$ cat src/rtl/cpu_pkg.sv
`default_nettype none
// ============================================================================
//  Module      : cpu_pkg
//  Description : Shared constants and types for the pipelined MIPS CPU.
//  Revision    : 1.0 - initial release
// ============================================================================
package cpu_pkg;

    localparam logic [31:0] NOP_INSTR         = 32'h0000_0000;
    localparam logic [31:0] PC_STEP           = 32'd4;
    localparam logic [31:0] DEFAULT_HALT_WORD = 32'hFFFF_FFFF;

    typedef enum logic [1:0] {
        ST_BOOT   = 2'd0,
        ST_RUN    = 2'd1,
        ST_HALTED = 2'd2
    } fetch_state_t;

endpackage : cpu_pkg
`default_nettype wire

$ cat src/rtl/ifid_reg.sv
`default_nettype none
// ============================================================================
//  Module      : ifid_reg
//  Description : IF/ID pipeline register with flush > hold > load priority.
//  Revision    : 1.0 - initial release
// ============================================================================
module ifid_reg
    import cpu_pkg::*;
(
    input  logic        clk,
    input  logic        rst,
    input  logic        i_flush,
    input  logic        i_hold,
    input  logic        i_load,
    input  logic [31:0] i_instr,
    input  logic [31:0] i_pc4,
    output logic [31:0] o_instr,
    output logic [31:0] o_pc4,
    output logic        o_valid
);

    logic [31:0] r_instr;
    logic [31:0] r_pc4;
    logic        r_valid;

    // A flush always produces a bubble, even if the stage also asked to hold.
    always_ff @(posedge clk) begin
        if (rst || i_flush) begin
            r_instr <= NOP_INSTR;
            r_pc4   <= 32'h0;
            r_valid <= 1'b0;
        end else if (i_load && !i_hold) begin
            r_instr <= i_instr;
            r_pc4   <= i_pc4;
            r_valid <= 1'b1;
        end
    end

    assign o_instr = r_instr;
    assign o_pc4   = r_pc4;
    assign o_valid = r_valid;

endmodule : ifid_reg
`default_nettype wire

$ cat src/rtl/fetch_stage.sv
`default_nettype none
// ============================================================================
//  Module      : fetch_stage
//  Description : Instruction fetch: PC, imem address, IF/ID fill, halt detect.
//  Revision    : 1.0 - initial release
// ============================================================================
module fetch_stage
    import cpu_pkg::*;
#(
    parameter logic [31:0] RESET_PC  = 32'h0000_0000,
    parameter logic [31:0] HALT_WORD = DEFAULT_HALT_WORD
) (
    input  logic        CLK,
    input  logic        RST,
    input  logic        stall_i,
    input  logic        redirect_i,
    input  logic [31:0] redirect_pc_i,
    output logic [31:0] imem_addr_o,
    input  logic [31:0] imem_rdata_i,
    output logic [31:0] ifid_instr_o,
    output logic [31:0] ifid_pc4_o,
    output logic        ifid_valid_o,
    output logic        halted_o,
    output logic [7:0]  fetch_count_o
);

    fetch_state_t r_state;
    fetch_state_t w_state_nxt;
    logic [31:0]  r_pc;
    logic [31:0]  w_pc_nxt;
    logic [7:0]   r_cnt;
    logic [7:0]   w_cnt_nxt;
    logic         r_halted;
    logic         w_halted_nxt;
    logic         w_flush;
    logic         w_hold;
    logic         w_load;
    logic [31:0]  w_pc_plus4;
    logic [31:0]  w_redirect_pc;
    logic         w_unused_lsb;

    assign w_pc_plus4    = r_pc + PC_STEP;
    assign w_redirect_pc = {redirect_pc_i[31:2], 2'b00};
    // Misaligned redirect targets are silently truncated to a word boundary.
    assign w_unused_lsb  = ^redirect_pc_i[1:0];

    always_ff @(posedge CLK) begin
        if (RST) begin
            r_state  <= ST_BOOT;
            r_pc     <= RESET_PC;
            r_cnt    <= 8'd0;
            r_halted <= 1'b0;
        end else begin
            r_state  <= w_state_nxt;
            r_pc     <= w_pc_nxt;
            r_cnt    <= w_cnt_nxt;
            r_halted <= w_halted_nxt;
        end
    end

    always_comb begin
        w_state_nxt  = r_state;
        w_pc_nxt     = r_pc;
        w_cnt_nxt    = r_cnt;
        w_halted_nxt = r_halted;
        w_flush      = 1'b0;
        w_hold       = 1'b0;
        w_load       = 1'b0;
        case (r_state)
            ST_BOOT: begin
                w_flush     = 1'b1;
                w_state_nxt = ST_RUN;
            end
            ST_RUN: begin
                if (redirect_i) begin
                    w_pc_nxt = w_redirect_pc;
                    w_flush  = 1'b1;
                end else if (stall_i) begin
                    w_hold = 1'b1;
                end else if (imem_rdata_i == HALT_WORD) begin
                    // The halt word is consumed here and never reaches decode.
                    w_flush      = 1'b1;
                    w_halted_nxt = 1'b1;
                    w_state_nxt  = ST_HALTED;
                end else begin
                    w_pc_nxt  = w_pc_plus4;
                    w_load    = 1'b1;
                    w_cnt_nxt = r_cnt + 8'd1;
                end
            end
            ST_HALTED: begin
                w_flush = 1'b1;
                if (redirect_i) begin
                    w_pc_nxt     = w_redirect_pc;
                    w_halted_nxt = 1'b0;
                    w_state_nxt  = ST_RUN;
                end
            end
            default: begin
                w_flush     = 1'b1;
                w_state_nxt = ST_BOOT;
            end
        endcase
    end

    ifid_reg u_ifid_reg (
        .clk     (CLK),
        .rst     (RST),
        .i_flush (w_flush),
        .i_hold  (w_hold),
        .i_load  (w_load),
        .i_instr (imem_rdata_i),
        .i_pc4   (w_pc_plus4),
        .o_instr (ifid_instr_o),
        .o_pc4   (ifid_pc4_o),
        .o_valid (ifid_valid_o)
    );

    assign imem_addr_o   = r_pc;
    assign halted_o      = r_halted;
    assign fetch_count_o = r_cnt;

endmodule : fetch_stage
`default_nettype wire

$ cat config.mk
export PLATFORM = sky130hd
export DESIGN_NAME = fetch_stage
export DESIGN_NICKNAME = d
export VERILOG_FILES = /design/src/rtl/cpu_pkg.sv /design/src/rtl/ifid_reg.sv /design/src/rtl/fetch_stage.sv
export SDC_FILE = /design/constraint.sdc
export NUM_CORES = 1
export LEC_CHECK = 0
export CAP_MARGIN = 10
export CORE_ASPECT_RATIO = 1.1
export CORE_MARGIN = 2
export CORE_UTILIZATION = 41
export DETAILED_ROUTE_END_ITERATION = 10
export PLACE_DENSITY = 0.73
export SYNTH_ARGS = -nofsm -noshare
export SYNTH_HDL_FRONTEND = slang
export SYNTH_SLANG_ARGS = --single-unit
$ cat constraint.sdc
create_clock -name CLK -period 5.75 [get_ports CLK]
set_clock_uncertainty 0.2 [all_clocks]
set_input_delay 1.15 -clock CLK [delete_from_list [all_inputs] [get_ports CLK]]
set_output_delay 1.15 -clock CLK [all_outputs]
set_load 0.01 [all_outputs]
==> metrics <==
CTS tree=yes; Sw Ratio=a little over a quarter; Post-Route WL=~16,000 um; grt met2 use=37.8%; Seq/Total Area, Yosys=40.1%; setup bufs post-CTS=0; worst slew pin tran=0.966 ns; Final Hold Viols=0; DRC viols=0; Die ar.=0.0136 mm^2; CTS Hold Buffers Added=0; row count=43; CP arrival=3.77 ns; final period utilization=65.2%; max cap viols=0; synthesized flop and latch total=104; global routing usage on met1=30.2%; largest net degree at the start of global routing=88; final period demand of the worst path=3.75 ns; RSZ-0062 raised after global routing=no; Layout area overhead=38.8%; share of cells above drive strength 1=6.88%; Crit. End Element=register; Mapped Area=between 0.005 and 0.006 mm^2; Antenna Violating Nets Remaining=0; worst skew pair latency=0.35 ns; post-synth top area cell=dfxtp_1; initial antenna violation count=0; power per cell area=approximately 220 mW/mm^2; Die H=122 um; Leakage Power=2.31 nW; crit path kind=input port to register; Fin Setup TNS=0 ns; CTS H-Tree Depth=3; Hold WC Path Type=register to register; worst IR drop on VDD=0.000189 V; n_diodes=0; Crit Path Max Fanout=43; met3 GRT Util=5.22%; Final nets=835; Net Sw Power=426 uW; DR vias=5,348; Sink Count=104; core region area=0.0125 mm^2; Final Setup Violations=0; grt ovf=0; CP Launch Type=input port; post-synth cell types=60; clock share of power=39.0%; clock root buffer=clkbuf_16; synth top area cells=dfxtp_1 (40%), nand2_1 (8.2%), a21oi_1 (4.9%); maximum clock frequency=0.267 GHz; 1st-iter DRT viols=about 580; total power=1.61 mW; filler instances=1,121; via density per instance=5.77; number of flops mapped to enable cells by yosys=0; Pint=around 1.2 mW; vias in the first global route=5,074; drt first pass iters=5; Port Buffer Count=167; ys async rst share=0%; I/O Pins=~170; routability-driven placement congestion ratio=approximately 0.87; Critical Path RT=5.77 ns; Main synth FF type=dfxtp_1; first-pass GRT wire length=about 26,000 um; CTS buffer count=9; Post-CTS Resized=0; status=finished, final reports clean; Post-Synthesis Cells=634; initial core utilization=roughly two fifths; share of the synthesized area in the top cell type=40.1%; Routed WL per cell=17.0 um; DP HPWL=10,900 um; GR peak layer=met2; Slew headroom=between 30% and 40%; GRT Overall Usage=a little under a quarter; Gate power share=between 10% and 20%; Final Slew Violations=0; Post-Syn Area per Cell=8.19 um^2; Ys Warns=0; Clock Path Buffers=2; register share of total power=47.5%; die width=about 110 um; clk slew on worst S/H paths=0.07 ns
worst max-delay path, stage by stage:
cell and delay (ns):
clkdlybuf4s50_1 0.49, nand4_1 0.15, nor4_4 0.56, nand3_1 0.20
nand2_2 0.75, buf_4 0.38, a21oi_1 0.07
layout make-up:
| cell class | instances | area [um^2] | share of cell area (%) |
|---|---|---|---|
| inverters | 6 | 22.5 | 0.312 |
| well taps | 157 | 196 | 2.72 |
| repair buffers | 175 | 1750 | 24.3 |
| clock buffers | 9 | 225 | 3.12 |
| multi-input cells | 469 | 2860 | 39.6 |
| clock inverters | 7 | 76.3 | 1.06 |
| flip-flops and latches | 104 | 2080 | 28.9 |
final timing paths:
check | start | endpoint | slack [ns] | cells past startpoint
worst max-delay path | imem_rdata_i[24] | u_ifid_reg.o_instr[1]$_SDFFE_PP0P_ | 2.00 | 7
worst min-delay path | u_ifid_reg.o_pc4[3]$_SDFFE_PP0P_ | u_ifid_reg.o_pc4[3]$_SDFFE_PP0P_ | 0.25 | 2
worst max register to register | imem_addr_o[2]$_SDFFE_PP0P_ | u_ifid_reg.o_pc4[24]$_SDFFE_PP0P_ | 3.26 | 6
worst min register to register | u_ifid_reg.o_pc4[3]$_SDFFE_PP0P_ | u_ifid_reg.o_pc4[3]$_SDFFE_PP0P_ | 0.25 | 2
cell usage in the layout, fill, tap and decap left out, types with 4 or more instances in the layout:
cell type and instances:
and2_1 5, clkdlybuf4s50_1 167, conb_1 4, nand3_1 23, nor4_2 4, nand2_1 112
o31ai_1 4, xor2_1 15, o32ai_1 14, nor4_1 6, nand4_1 24, xnor2_1 10
dfxtp_1 104, a31oi_1 5, a21oi_1 51, nor3_1 19, a211oi_1 22, buf_4 7
or3_1 4, nand2b_1 4, inv_1 6, a22oi_1 12, nor2_2 4, o21ai_0 11
clkbuf_16 9, o31a_1 11, nor4_4 4, or2_2 4, nor2_1 45, a22o_1 4
cells in the mapped netlist (3+ instances only):
library cell  instances
a22o_1                4
o31ai_1               4
nand2_1             113
o41ai_1               3
o21ai_0              11
or2_2                 4
a2bb2oi_1             3
xor2_1               15
o31a_1               11
and4_1                3
a211oi_2              3
o32ai_1              14
nor4_2                4
nand2b_1              4
nand4_1              24
a31oi_1               5
a22oi_1              12
xnor2_1              10
nor2_2                3
nor3_1               19
a32oi_1               3
clkbuf_1             30
o21a_1                3
buf_2                21
buf_4                 4
or3_1                 4
dfxtp_1             104
nor2_1               46
and2_1                5
nand3_1              23
nor4_1                6
a211oi_1             22
inv_1                 6
nor4_4                4
a21oi_1              51
stage by stage:
step           area [um^2]  setup slack, ns  instances  util (%)  hold slack, ns
2_1_floorplan         5210             2.89        637         -           0.269
3_3_place_gp          6880             1.65        910      55.1           0.242
3_5_place_dp          6880             1.64        910      55.1           0.246
4_1_cts               7180             2.01        926      57.5           0.257
5_1_grt               7210             1.83        927      57.8           0.272
6_report              7210             2.00        927      57.8           0.254
state kept, by name, indices dropped and copies added (netlist names):
signal	flops
u_ifid_reg.o_pc4	30
u_ifid_reg.o_instr	32
fetch_count_o	8
r_state	2
u_ifid_reg.o_valid	1
halted_o	1
imem_addr_o	30
per-layer routing:
metal	up-vias	wire length, um
met3	25	1200
met4	0	223
li1	2569	-
met1	2502	6920
met2	252	7450
met5	-	0
power groups by stage:
stage          clock [mW]  sequential, mW  combinational [mW]
6_report            0.629           0.767               0.218
3_3_place_gp            0           0.782               0.211
2_1_floorplan           0           0.780               0.109
5_1_grt             0.674           0.770               0.236
3_5_place_dp            0           0.783               0.214
4_1_cts             0.640           0.766               0.215
kinds of logic after synthesis:
logic type	share of synthesized area [%]
flops	40.1
fa+ha+maj	0.482
xor+xnor	4.21
other cells	0.0722
simple gates	27.2
buf+inv	5.56
compound gates	22.4
(Power assumes the default switching activity.)
